==> src/rtl/pbit_field_accum.sv <==
// Local field z = bias + sum_j J_j*(spin_j ? +1 : -1), weights streamed from a sync RAM, result saturated to 8.24.
// Latency N_SPINS+2 edges from accepted start to z_valid; no backpressure, start is ignored while busy.
module pbit_field_accum #(
    parameter int N_SPINS    = 16,
    parameter int IDX_W      = 4,
    parameter int INT_SIZE   = 8,
    parameter int FLOAT_SIZE = 24
) (
    input  logic                           CLK,
    input  logic                           RST,
    input  logic                           start,
    input  logic [N_SPINS-1:0]             spins,
    input  logic [INT_SIZE+FLOAT_SIZE-1:0] bias,
    output logic                           w_rd_en,
    output logic [IDX_W-1:0]               w_addr,
    input  logic [INT_SIZE+FLOAT_SIZE-1:0] w_rd_data,
    output logic                           busy,
    output logic [INT_SIZE+FLOAT_SIZE-1:0] z,
    output logic                           z_valid
);
    localparam int W     = INT_SIZE + FLOAT_SIZE;
    localparam int ACC_W = W + IDX_W + 1;
    localparam logic [IDX_W-1:0] LAST_IDX = IDX_W'(N_SPINS - 1);
    localparam logic signed [ACC_W-1:0] ACC_MAX = {{(IDX_W+2){1'b0}}, {(W-1){1'b1}}};
    localparam logic signed [ACC_W-1:0] ACC_MIN = {{(IDX_W+2){1'b1}}, {(W-1){1'b0}}};

    typedef enum logic [1:0] {S_IDLE, S_FETCH, S_DRAIN, S_DONE} state_t;

    state_t                   state_q, state_d;
    logic [N_SPINS-1:0]       snap_q, snap_d;
    logic signed [ACC_W-1:0]  acc_q, acc_d;
    logic                     w_rd_en_q, w_rd_en_d;
    logic [IDX_W-1:0]         w_addr_q, w_addr_d;
    logic                     busy_q, busy_d;
    logic [W-1:0]             z_q, z_d;
    logic                     z_valid_q, z_valid_d;
    // Index of the weight currently on w_rd_data, one cycle behind the RAM request.
    logic                     p_vld_q, p_vld_d;
    logic [IDX_W-1:0]         p_idx_q, p_idx_d;

    logic signed [ACC_W-1:0]  w_ext;
    logic signed [ACC_W-1:0]  bias_ext;
    logic [W-1:0]             acc_sat;

    always_ff @(posedge CLK or posedge RST) begin
        if (RST) begin
            state_q   <= S_IDLE;
            snap_q    <= '0;
            acc_q     <= '0;
            w_rd_en_q <= 1'b0;
            w_addr_q  <= '0;
            busy_q    <= 1'b0;
            z_q       <= '0;
            z_valid_q <= 1'b0;
            p_vld_q   <= 1'b0;
            p_idx_q   <= '0;
        end else begin
            state_q   <= state_d;
            snap_q    <= snap_d;
            acc_q     <= acc_d;
            w_rd_en_q <= w_rd_en_d;
            w_addr_q  <= w_addr_d;
            busy_q    <= busy_d;
            z_q       <= z_d;
            z_valid_q <= z_valid_d;
            p_vld_q   <= p_vld_d;
            p_idx_q   <= p_idx_d;
        end
    end

    always_comb begin
        state_d = state_q;
        case (state_q)
            S_IDLE:  if (start) state_d = S_FETCH;
            S_FETCH: if (w_addr_q == LAST_IDX) state_d = S_DRAIN;
            S_DRAIN: if (p_vld_q && (p_idx_q == LAST_IDX)) state_d = S_DONE;
            S_DONE:  state_d = S_IDLE;
            default: state_d = S_IDLE;
        endcase
    end

    assign w_ext    = {{(IDX_W+1){w_rd_data[W-1]}}, w_rd_data};
    assign bias_ext = {{(IDX_W+1){bias[W-1]}}, bias};

    always_comb begin
        if (acc_q > ACC_MAX)      acc_sat = {1'b0, {(W-1){1'b1}}};
        else if (acc_q < ACC_MIN) acc_sat = {1'b1, {(W-1){1'b0}}};
        else                      acc_sat = acc_q[W-1:0];
    end

    always_comb begin
        snap_d    = snap_q;
        acc_d     = acc_q;
        w_rd_en_d = w_rd_en_q;
        w_addr_d  = w_addr_q;
        busy_d    = busy_q;
        z_d       = z_q;
        z_valid_d = 1'b0;
        p_vld_d   = w_rd_en_q;
        p_idx_d   = w_addr_q;

        if (p_vld_q) begin
            if (snap_q[p_idx_q]) acc_d = acc_q + w_ext;
            else                 acc_d = acc_q - w_ext;
        end

        case (state_q)
            S_IDLE: begin
                if (start) begin
                    snap_d    = spins;
                    acc_d     = bias_ext;
                    w_addr_d  = '0;
                    w_rd_en_d = 1'b1;
                    busy_d    = 1'b1;
                end
            end
            S_FETCH: begin
                if (w_addr_q == LAST_IDX) w_rd_en_d = 1'b0;
                else                      w_addr_d  = w_addr_q + IDX_W'(1);
            end
            S_DONE: begin
                z_d       = acc_sat;
                z_valid_d = 1'b1;
                busy_d    = 1'b0;
            end
            default: ;
        endcase
    end

    assign w_rd_en = w_rd_en_q;
    assign w_addr  = w_addr_q;
    assign busy    = busy_q;
    assign z       = z_q;
    assign z_valid = z_valid_q;
endmodule

==> config.mk <==
export PLATFORM = sky130hd
export DESIGN_NAME = pbit_field_accum
export DESIGN_NICKNAME = d
export VERILOG_FILES = /design/src/rtl/pbit_field_accum.sv
export SDC_FILE = /design/constraint.sdc
export NUM_CORES = 1
export LEC_CHECK = 0
export BUFFER_PORTS_ARGS = -buffer_cell sky130_fd_sc_hd__buf_2
export CAP_MARGIN = 20
export CORE_ASPECT_RATIO = 1.5
export CORE_MARGIN = 2
export CORE_UTILIZATION = 45
export DETAILED_ROUTE_END_ITERATION = 8
export GPL_TIMING_DRIVEN = 0
export PLACE_DENSITY = 0.69
export SYNTH_ARGS = -nofsm -noshare
export SYNTH_HDL_FRONTEND = slang
export SYNTH_SLANG_ARGS = --single-unit
==> constraint.sdc <==
create_clock -name CLK -period 4.52 [get_ports CLK]
set_clock_uncertainty 0.2 [all_clocks]
set_input_delay 0 -clock CLK [delete_from_list [all_inputs] [get_ports CLK]]
set_output_delay 0 -clock CLK [all_outputs]
set_load 0.01 [all_outputs]
# After elaboration in Yosys (flattened, before gate mapping)
# Index checks and enable logic that the tools add are counted.
op_classes:
  shifts: 0
  order_cmp: 3
  mux: 20
  n_addsub: 3
  n_mul: 0
  eq_ne: 9
  n_reduce_logical: 9
  div: 0
  bitwise: 0
ops:
  columns: ["operator", "count"]
  rows:
  - ["two-way mux 37 bit", 4]
  - ["two-way mux 32 bit", 2]
  - ["adder 37 x 32 -> 37 bit", 1]
  - ["greater-than comparator 37 x 32 -> 1 bit (second input constant)", 1]
  - ["< comparator 37 x 32 -> 1 bit (second input constant)", 1]
  - ["subtractor 37 x 32 -> 37 bit", 1]
  - ["AND reduction 3 bit", 3]
  - ["equality test 4 bit (second input constant)", 2]
  - ["two-way mux 4 bit", 2]
  - ["inequality test 2 bit (second input constant)", 4]
  - ["case mux 2 bit (4 select lines)", 1]
  - ["case mux 4 bit (2 select lines)", 1]
  - ["two-way mux 2 bit", 3]
  - ["< comparator 4 x 5 -> 1 bit (second input constant)", 1]
  - ["adder 4 x 1 -> 4 bit (second input constant)", 1]
  - ["binary-select mux 1 bit (select 4 bit)", 1]
  - ["equality test 2 bit (second input constant)", 2]
  - ["two-way mux 1 bit", 4]
  - ["case mux 1 bit (2 select lines)", 2]
  - ["AND reduction 2 bit", 2]
  - ["nonzero test 2 bit", 2]
  - ["equality test 2 x 1 -> 1 bit (second input constant)", 1]
  - ["logical NOT 2 bit", 1]
  - ["logical AND 1 bit", 1]
totals:
  romBits: 0
  mem_count: 0
  out_inout_bits: 39
  reg_bits: 99
  ram_bits: 0
  latch_bits: 0
  inputBits: 83

# Logic depth before layout (Yosys ltp)
# Gate-level depths: netlist (run 1).
logic_depth:
  depth_word: 6
  depth_mapped: 20
  depth_no_buf: 19

# Least setup slack after synthesis (run 1)
# Ideal clock, no wire load.
synth_timing:
  path_type: "reg2reg"
  from: "register p_idx_q[0]"
  to: "register acc_q[34]"
  t_arrival_ns: 3.960
  path_stages_with_launch: 16
  path_slack_ns: 0.223
  path_buffers: 2
  path_cell_list: "dfrtp_1 > buf_6 > mux4_2 > mux4_2 > clkbuf_1 > mux2_2 > fa_1 > a211oi_1 > o21ai_1 > nand4_1 > nand4_1 > a31oi_1 > o21ai_1 > a311oi_1 > mux2i_1 > nor3_1"
synth_via:
  elab_chain_len: 6
synth_rtl:
  columns: ["item", "line_no", "source"]
  rows:
  - ["start: declaration", "39", "logic [IDX_W-1:0] p_idx_q, p_idx_d;"]
  - ["start signal: assignment", "67", "p_idx_q <= p_idx_d;"]
  - ["binary-select mux 1 bit (select 4 bit) *", "103", "if (snap_q[p_idx_q]) acc_d = acc_q + w_ext;"]
  - ["two-way mux 1 bit (not written as such) *", "103", null]
  - ["two-way mux 37 bit *", "103", null]
  - ["two-way mux 37 bit *", "102", "if (p_vld_q) begin"]
  - ["two-way mux 37 bit", "109", "if (start) begin"]
  - ["two-way mux 37 bit *", "107", "case (state_q)"]
  - ["named net acc_d[34]", "31", "logic signed [ACC_W-1:0] acc_q, acc_d;"]
  - ["end signal: assignment", "49", "acc_q <= '0;"]
  - ["end signal: assignment", "60", "acc_q <= acc_d;"]
  - ["end: declaration", "31", null]
# Mark *: on every way through the listed nets, which the timed path passes. The rest lies on a longest branch. The select of a mux whose other input is x is not followed.
# A chain may end at the register's enable or synchronous reset.

# Worst setup path in the final report (run 1)
# Ends and elaborated chain as after synthesis.

==> out/results.ini, run 1 <==
[power]
p_leak_uw = 0.004417
ir_worst_vdd_v = 0.0001633
power_density_nw_per_um2 = 213.4

[detailed_routing]
dr.pass1.iters = 5
num_vias = 7308
met1_length_um = 9113
drc = 0
vias_per_cell = 5.652
wirelength_um = 23240
routedWlPerCell_um = 17.98
wl_met3_um = 1210
detail_route.iter0.violations = 476
antenna_left = 0
dr.max_layer_used = met4
met2WireLength_um = 11840

[timing]
relSlewSlack_pct = 42.02
setup_ws_ns = -0.08587
tightest_slew_ns = 0.8697
hold_viol_final = 0
slew_violations = 0
hold-worst-slack_ns = 0.05469
setup_violations = 3
max_freq_mhz = 217.1
period_share_pct = 101.9
grt_setup_unrepaired = true
fin_crit_ns = 4.606

[logic_synthesis]
synth-seq-area-share_pct = 34.87
synth_common_cells = a21oi_1, nand2_1, dfrtp_1
syn_inst = 878
avgSynthCellArea_um2 = 8.091
syn-num-nets = 1004
synth_enable_flop_cells = 0
ys_top_cells_by_area = dfrtp_1, a21oi_1, ha_1
synthFlopType = dfrtp_1
yosysTopAreaCellShare_pct = 34.87
synth-warning-count = 0
ys_ff_latch = 99
synth_area_leader_cell = dfrtp_1
netlist_area_um2 = 7104
yosysMostFrequentCell = a21oi_1
yosysUniqueCellTypes = 57
async_flop_share_pct = 100.0

[worst_setup_path]
critPathCapture = acc_q[34]
endpoint_kind = register
crit_required_ns = 4.53
r2r_slack_ns = -0.09
cp.arrival_ns = 4.62
path_class = register to register
start_kind = register
critPathLaunch = p_idx_q[0]
reg2regPathDepth = 15
crit_fanout = 6
r2r-start = p_idx_q[0]
r2r_end = acc_q[34]

[clock_network]
ctsRootBufferMaster = clkbuf_16
numCtsBuffers = 9
htree_levels = 3
clock-sinks = 99
clk_pin_slew_ns = 0.07
cts_buffer_depth = 2
clk_latency_ns = 0.35
cts_tree = yes

[final_layout]
drive_gt1_share_pct = 21.47
syn_to_final_growth_pct = 32.02
layout.nets = 1211
finalNonFillerCells = 1293
antenna-diode-count = 0

[die]
die_w_um = 106.6
rows = 56
initial_core_util_pct = 45.67
fp.coreArea_um2 = 15550
die_h_um = 157.9
die-area_um2 = 16830
io_pins = 122

[placement]
portBuffers = 120
hpwl_um = 16830
gp_congestion = 0.9646
dp_cells = 1202

[worst_hold_path]
hold_class = input pin to asynchronous set/reset pin

[status]
run_status = complete, but fails checks
violations = setup timing

[job]
max_cap_viol_count = 0

[global_route]
grt_pass1_wl_um = 35800
grt_max_degree = 57
grt_pass1_vias = 6989
antenna_found_initial = 0
overflow = 0
track_usage_pct = 27.46

## placed cells by master (no fill, tap or decap), drive strengths merged, types with 5 or more instances in the layout
cell	synthesis	final
xnor2	27	27
a31oi	14	14
nor2b	8	8
xor2	31	31
dfrtp	99	99
and3	9	9
nand2	115	115
dlygate4sd3	0	51
nand2b	7	7
nor2	91	91
mux4	5	5
and2	5	5
or3	7	7
mux2i	15	15
nor4	5	5
nand4	10	10
o22ai	5	5
nand3	20	20
buf	6	159
a21oi	154	154
clkbuf	42	45
nor3	21	21
o21ai	54	54
ha	42	42
a21o	22	22
inv	21	23
a211oi	5	5
o21bai	6	6
## critical path, cell delays in order (launching register included)
cell and delay, ns:
dfrtp_1 0.34, buf_6 0.13, mux4_2 0.50, mux4_2 0.64
nand2b_1 0.22, xnor2_1 0.22, ha_1 0.35, a21oi_1 0.24
o22ai_2 0.13, a22oi_2 0.24, nand4_1 0.23, a31oi_2 0.25
o21ai_2 0.11, a311oi_2 0.38, mux2i_1 0.23, nor3_1 0.06
## power breakdown
group / switching, uW / internal, uW / leakage (uW)
sequential: 1.73 / 887 / 0.00131
clock: 355 / 448 / 0.000147
combinational: 161 / 148 / 0.00296
total: 518 / 1480 / 0.00442
## registers in the layout, indices dropped and copies added (netlist names), 2 cells and up
register,cells
p_idx_q,4
acc_q,37
z,32
state_q,2
w_addr,4
snap_q,16
## layer usage
layer,GRT usage (%),vias up
met2,49.86,239
met3,3.870,64
met4,12.93,0
li1,-,3516
met1,31.59,3489
met5,0,-
## how the worst min path moves through the flow
stage	endpoint	startpoint	cells past startpoint
finish	acc_q[0]	RST	3
global route	acc_q[36]	w_rd_data[31]	5
CTS	acc_q[36]	w_rd_data[31]	5
detailed placement	acc_q[0]	RST	2
global placement	snap_q[6]	spins[6]	3
floorplan	snap_q[0]	spins[0]	2
## metrics by stage
| step | util, % | setup WS [ns] | TNS [ns] | cell area [um^2] | power (uW) |
|---|---|---|---|---|---|
| final | 60.30 | -0.08587 | -0.1381 | 9379 | 2001 |
| after detailed placement | 51.36 | -0.7466 | -5.434 | 7989 | 1140 |
| after global routing | 60.30 | -0.2412 | -1.903 | 9379 | 2076 |
| after global placement | 51.17 | -0.7742 | -5.159 | 7959 | 1135 |
| after CTS | 59.16 | -0.03528 | -0.03528 | 9203 | 1993 |
| after floorplan | - | 0.2231 | 0 | 7104 | 1050 |
## timing repair
item | in CTS | in global routing
hold buffers | 51 | 0
cloned | 1 | 0
gates resized for setup | 40 | 31
pin swaps | 22 | 11
buffers inserted | 25 | 6
hold endpoints to repair | 98 | 0
setup endpoints to repair | 20 | 20
## cell families after synthesis
logic type / after synthesis / synth area share (%)
multiplexers: 23 / 4.174
AO/OA/AOI/OAI: 280 / 22.54
adder cells (fa/ha/maj): 43 / 7.679
flip-flops: 99 / 34.87
XOR/XNOR: 58 / 7.150
AND/OR/NAND/NOR: 306 / 19.83
buffers and inverters: 69 / 3.751
## area by class of cell
cell class / instances / area [um^2]
Sequential cell: 99 / 2477
Inverter: 21 / 81.33
Fill cell: 1425 / 6176
Tap cell: 203 / 254.0
Clock inverter: 5 / 60.06
Timing Repair Buffer: 204 / 1390
Multi-Input combinational cell: 710 / 4652
Buffer: 40 / 221.5
Clock buffer: 11 / 242.7
No activity file was read; power rests on OpenSTA's default activity.
==> inputs of run 2 (changes only) <==
Settings changed: ABC_AREA from default to 1, CORE_UTILIZATION 45 to 41, PLACE_DENSITY 0.69 to 0.63.
==> out/results.ini, run 2 <==
[worst_setup_path]
start_kind = register  ; unchanged
crit_fanout = 10  ; was 6
r2r_end = acc_q[36]  ; was acc_q[34]
path_class = register to register  ; unchanged
r2r-start = p_idx_q[0]  ; unchanged
endpoint_kind = register  ; unchanged
reg2regPathDepth = 20  ; was 15
r2r_slack_ns = 0.35  ; was -0.09 ns
crit_required_ns = 4.55  ; was 4.53 ns
cp.arrival_ns = 4.20  ; was 4.62 ns

[timing]
hold_viol_final = 0  ; unchanged
tightest_slew_ns = 0.9320  ; was 0.8697 ns
grt_setup_unrepaired = false  ; was true
fin_crit_ns = 4.173  ; was 4.606 ns
relSlewSlack_pct = 37.21  ; was 42.02%
setup_violations = 0  ; was 3
period_share_pct = 92.32  ; was 101.9%
tns_ns = 0  ; was -0.1381 ns
slew_violations = 0  ; unchanged
max_freq_mhz = 239.7  ; was 217.1 MHz

[final_layout]
final_cell_mix = nand2_1, a21oi_1, nor2_1, buf_2, inv_1  ; was a21oi_1, buf_2, nand2_1, dfrtp_1, nor2_1
syn_to_final_growth_pct = 22.98  ; was 32.02%
regMostFlops = acc_q  ; unchanged
antenna-diode-count = 0  ; unchanged
largest_reg_flops = 37  ; unchanged
layout.nets = 1432  ; was 1211
drive_gt1_share_pct = 13.04  ; was 21.47%
fin_util_pct = 51.54  ; was 60.30%
n_fill_cell = 1853  ; was 1425
mostFrequentLayoutCell = nand2_1  ; was a21oi_1

[logic_synthesis]
yosysUniqueCellTypes = 46  ; was 57
syn_inst = 1122  ; was 878
syn-num-nets = 1248  ; was 1004
ys_top_cells_by_area = dfrtp_1, nand2_1, a21oi_1  ; was dfrtp_1, a21oi_1, ha_1
netlist_area_um2 = 7551  ; was 7104 um^2
avgSynthCellArea_um2 = 6.730  ; was 8.091 um^2
synth_area_leader_cell = dfrtp_1  ; unchanged
yosysTopAreaCellShare_pct = 32.81  ; was 34.87%
synth-seq-area-share_pct = 32.81  ; was 34.87%
yosysMostFrequentCell = nand2_1  ; was a21oi_1
ys_ff_latch = 99  ; unchanged
synth_enable_flop_cells = 0  ; unchanged
synth-warning-count = 0  ; unchanged
synth_common_cells = nand2_1, a21oi_1, nor2_1  ; was a21oi_1, nand2_1, dfrtp_1
synthFlopType = dfrtp_1  ; unchanged
async_flop_share_pct = 100.0  ; unchanged

[global_route]
track_usage_pct = 25.90  ; was 27.46%
overflow = 0  ; unchanged
grt_pass1_vias = 8002  ; was 6989
grt_max_degree = 64  ; was 57
grt_pass1_wl_um = 39480  ; was 35800 um
antenna_found_initial = 0  ; unchanged

[die]
rows = 60  ; was 56
initial_core_util_pct = 41.91  ; was 45.67%
die_w_um = 114.8  ; was 106.6 um
io_pins = 122  ; unchanged
die-area_um2 = 19540  ; was 16830 um^2
die_h_um = 170.2  ; was 157.9 um
fp.coreArea_um2 = 18020  ; was 15550 um^2

[status]
run_status = completed  ; was complete, but fails checks

[job]
max_cap_viol_count = 0  ; unchanged

[clock_network]
clk_latency_ns = 0.37  ; was 0.35 ns
cts_tree = yes  ; unchanged
numCtsBuffers = 9  ; unchanged
ctsRootBufferMaster = clkbuf_16  ; unchanged
htree_levels = 3  ; unchanged
clock-sinks = 99  ; unchanged
clk_pin_slew_ns = 0.07  ; about the same
cts_buffer_depth = 2  ; unchanged

[detailed_routing]
routedWlPerCell_um = 16.09  ; was 17.98 um
detail_route.iter0.violations = 373  ; was 476
drc = 0  ; unchanged
dr.pass1.iters = 5  ; unchanged
wirelength_um = 24580  ; was 23240 um
antenna_left = 0  ; unchanged
vias_per_cell = 5.170  ; was 5.652
num_vias = 7899  ; was 7308

[worst_hold_path]
hold_class = input pin to asynchronous set/reset pin  ; unchanged

[placement]
hpwl_um = 19360  ; was 16830 um
gp_congestion = 0.9823  ; was 0.9646
portBuffers = 121  ; was 120

run 2: layout make-up:
cell class	instances	area (um^2)	area share [%]
Multi-Input combinational cell	866	4453	47.95
Sequential cell	99	2477	26.68
Timing Repair Buffer	173	1144	12.31
Inverter	127	481.7	5.187
Tap cell	217	271.5	2.924
Clock buffer	11	232.7	2.506
Buffer	30	141.4	1.523
Clock inverter	5	85.08	0.9162
run 2: logic make-up (layout without fill, tap and decap cells):
family                     count (synthesis)  in the layout  synth area share [%]
xor gates and xnor gates                  34             34                 3.944
adders and majority gates                 43             43                 7.224
DFF                                       99             99                 32.81
and+or+nand+nor                          536            536                 29.76
AOI/OAI and AO/OA                        253            253                 18.04
buffers and inverters                    157            346                 8.219
run 2: through the flow:
| stage | hold WS (ns) | setup WS (ns) | std cells | area [um^2] |
|---|---|---|---|---|
| final | 0.02203 | 0.3472 | 1528 | 9286 |
| after global routing | 0.08523 | 0.1021 | 1528 | 9286 |
| after CTS | 0.04314 | 0.4186 | 1528 | 9286 |
| after detailed placement | -0.1186 | 0.4351 | 1461 | 8458 |
| after global placement | 0.005689 | 0.3519 | 1460 | 8428 |
| after floorplan | -0.09038 | 1.407 | 1122 | 7551 |
run 2: worst max path at each step:
stage	start	endpoint	slack (ns)	cells after the start
after CTS	p_idx_q[0]	acc_q[36]	0.42	21
after detailed placement	p_idx_q[0]	acc_q[36]	0.44	21
after global placement	RST	acc_q[12]	0.35	2
after global routing	p_idx_q[0]	acc_q[36]	0.10	21
final	p_idx_q[0]	acc_q[36]	0.35	20
after floorplan	p_idx_q[0]	acc_q[20]	1.41	20
run 2: critical path, stage by stage (launching register included):
cell	delay, ns
dfrtp_1	0.42
buf_4	0.19
o21ai_0	0.23
nand2_1	0.08
nand3_1	0.09
nand3_2	0.12
nand2_4	0.18
inv_4	0.06
buf_2	0.21
nand2_1	0.11
xor2_1	0.18
inv_1	0.07
ha_1	0.36
o21ai_1	0.40
inv_1	0.11
nand2_1	0.09
nand3_1	0.30
a21oi_1	0.36
nand3_1	0.11
nand3_1	0.10
a21oi_1	0.07
run 2: what timing repair did:
item | 4_1_cts | 5_1_grt
gates resized for setup | 0 | 0
setup buffers | 0 | 0
hold endpoints to repair | 154 | 0
hold buffers | 51 | 0
run 2: layer usage:
metal	global-route usage (%)	routed length [um]	up-vias
li1	-	-	4030
met1	29.93	9995	3606
met2	48.01	12600	218
met3	2.386	1047	45
met4	11.16	937	0
met5	0	0	-
Power of run 2 is not shown: default switching activity piles up to over one toggle a cycle in this logic, so the estimate is an artifact.
==> inputs of run 3 (changes only) <==
Settings changed: ABC_AREA 1 to default, PLACE_DENSITY 0.63 to 0.64.
==> out/results.ini, run 3 (synthesized netlist as in run 1, its figures left out) <==
[global_route]
antenna_found_initial = 0  ; unchanged
grt_pass1_vias = 7145  ; was 8002
grt_max_degree = 63  ; was 64
grt_pass1_wl_um = 36290  ; was 39480 um
overflow = 0  ; unchanged
track_usage_pct = 25.13  ; was 25.90%

[clock_network]
htree_levels = 3  ; unchanged
ctsRootBufferMaster = clkbuf_16  ; unchanged
clk_pin_slew_ns = 0.07  ; about the same
clk_latency_ns = 0.36  ; was 0.37 ns
numCtsBuffers = 9  ; unchanged
cts_buffer_depth = 2  ; unchanged
clock-sinks = 99  ; unchanged
cts_tree = yes  ; unchanged

[placement]
hpwl_um = 16760  ; was 19360 um
gp_congestion = 1.000  ; was 0.9823
portBuffers = 120  ; was 121
dp_cells = 1212  ; was 1461

[detailed_routing]
drc = 0  ; unchanged
detail_route.iter0.violations = 535  ; was 373
num_vias = 7301  ; was 7899
antenna_left = 0  ; unchanged
vias_per_cell = 5.608  ; was 5.170
dr.pass1.iters = 6  ; was 5
routedWlPerCell_um = 18.14  ; was 16.09 um
wirelength_um = 23620  ; was 24580 um

[final_layout]
n_fill_cell = 1603  ; was 1853
regMostFlops = acc_q  ; unchanged
final_cell_mix = a21oi_1, buf_2, nand2_1, dfrtp_1, nor2_1  ; was nand2_1, a21oi_1, nor2_1, buf_2, inv_1
syn_to_final_growth_pct = 33.83  ; was 22.98%
fin_util_pct = 55.28  ; was 51.54%
drive_gt1_share_pct = 23.51  ; was 13.04%
largest_reg_flops = 37  ; unchanged
finalNonFillerCells = 1302  ; was 1528
layout.nets = 1212  ; was 1432
multi_input_area_um2 = 4780  ; was 4453 um^2
mostFrequentLayoutCell = a21oi_1  ; was nand2_1
seq_area_um2 = 2477  ; unchanged
antenna-diode-count = 0  ; unchanged

[status]
violations = setup timing
run_status = complete, but fails checks  ; was completed

[worst_hold_path]
hold_class = input pin to asynchronous set/reset pin  ; unchanged

[timing]
hold_viol_final = 0  ; unchanged
period_share_pct = 103.8  ; was 92.32%
setup_ws_ns = -0.1716  ; was 0.3472 ns
tns_ns = -0.1747  ; was 0 ns
fin_crit_ns = 4.692  ; was 4.173 ns
grt_setup_unrepaired = true  ; was false
slew_violations = 0  ; unchanged
tightest_slew_ns = 0.8633  ; was 0.9320 ns
max_freq_mhz = 213.1  ; was 239.7 MHz
relSlewSlack_pct = 42.45  ; was 37.21%
setup_violations = 2  ; was 0

[worst_setup_path]
path_class = register to register  ; unchanged
start_kind = register  ; unchanged
crit_required_ns = 4.54  ; was 4.55 ns
path_cells = buf_6 -> mux4_2 -> mux4_2 -> clkbuf_16 -> mux2_2 -> fa_2 -> a211oi_4 -> o21ai_2 -> nand4_1 -> nand4_1 -> a31oi_4 -> o21ai_2 -> a311oi_2 -> mux2i_1 -> nor3_1  ; was buf_4 -> o21ai_0 -> nand2_1 -> nand3_1 -> nand3_2 -> nand2_4 -> inv_4 -> buf_2 -> nand2_1 -> xor2_1 -> inv_1 -> ha_1 -> o21ai_1 -> inv_1 -> nand2_1 -> nand3_1 -> a21oi_1 -> nand3_1 -> nand3_1 -> a21oi_1
crit_fanout = 8  ; was 10
endpoint_kind = register  ; unchanged
cp.arrival_ns = 4.71  ; was 4.20 ns
critPathMaxStageDelay_ns = 0.63  ; was 0.42 ns
cp_slowest_cell = mux4_2  ; was dfrtp_1

[die]
rows = 59  ; was 60
die_w_um = 111.5  ; was 114.8 um
initial_core_util_pct = 41.30  ; was 41.91%
die-area_um2 = 18420  ; was 19540 um^2
fp.coreArea_um2 = 17200  ; was 18020 um^2
die_h_um = 165.2  ; was 170.2 um
io_pins = 122  ; unchanged

[job]
max_cap_viol_count = 0  ; unchanged

[power]
p_leak_uw = 0.004449
ir_worst_vdd_v = 0.0001712
power_density_nw_per_um2 = 210.1

## run 3: cell count changes in the layout (fill, tap and decap cells not counted), moves of 15 or more
cell | previous run | this run
nand2_1 | 275 | 112
inv_1 | 120 | 20
nor2_1 | 151 | 86
nand3_1 | 63 | 19
buf_4 | 1 | 34
o21ai_0 | 61 | 41
a21o_1 | 4 | 22
xnor2_1 | 7 | 24
mux2i_1 | 0 | 15
## run 3: metal layers
layer	track usage (%)	wire, um	share of wire (%)	vias to the layer above
met4	13.86	1043	4.4	0
met1	28.64	9181	39	3491
met2	45.12	12190	52	233
met5	0	0	0	-
li1	-	-	-	3521
met3	3.905	1205	5.1	56
## run 3: what timing repair did
item / in CTS / in global routing
buffers inserted: 20 / 14
cloned: 0 / 0
endpoints found under the setup margin: 21 / 18
pin swaps: 27 / 38
hold buffers: 51 / 0
gates resized for setup: 44 / 50
hold endpoints to repair: 154 / 0
## run 3: path summary, 6_finish.rpt
check	from	end	slack (ns)	cells after the start
worst max-delay path	p_idx_q[0]	acc_q[34]	-0.17	15
worst min-delay path	RST	acc_q[0]	0.02	3
worst max register to register	p_idx_q[0]	acc_q[34]	-0.17	15
worst min register to register	w_rd_en	p_vld_q	0.25	0
max in group asynchronous	RST	acc_q[32]	3.41	4
min in group CLK	w_rd_data[31]	acc_q[36]	0.06	5
## run 3: stage by stage
stage	hold slack (ns)	setup WS (ns)	power (uW)	instance area, um^2
after detailed placement	-0.1209	-0.7877	1137	8001
final	0.01648	-0.1716	1997	9508
after global routing	0.07763	-0.2630	2065	9508
after global placement	-0.008266	-0.8246	1132	7971
after CTS	0.04108	-0.04109	1973	9143
after floorplan	-0.09456	0.2231	1050	7104
## run 3: layout make-up
class                      count  share of cell area, %
timing repair buffer         206                  14.66
sequential                    99                  26.06
clock buffer                  10                  2.513
multi-input combinational    710                  50.27
inverter                      21                 0.8554
clock inverter                 4                 0.5527
tap                          213                  2.803
buffer                        39                  2.290
## run 3: critical path, delay by kind of cell, from the launching register on
| kind | cells | cell delay (ns) |
|---|---|---|
| multiplexers | 4 | 1.66 |
| adder cells (fa/ha/maj) | 1 | 0.39 |
| AND/OR/NAND/NOR | 3 | 0.47 |
| flip-flops | 1 | 0.34 |
| AO/OA/AOI/OAI | 5 | 1.11 |
| buffers and inverters | 2 | 0.36 |
## run 3: power by group
group	internal, uW	switching, uW
clock	440	353
sequential	887	2.16
combinational	151	164
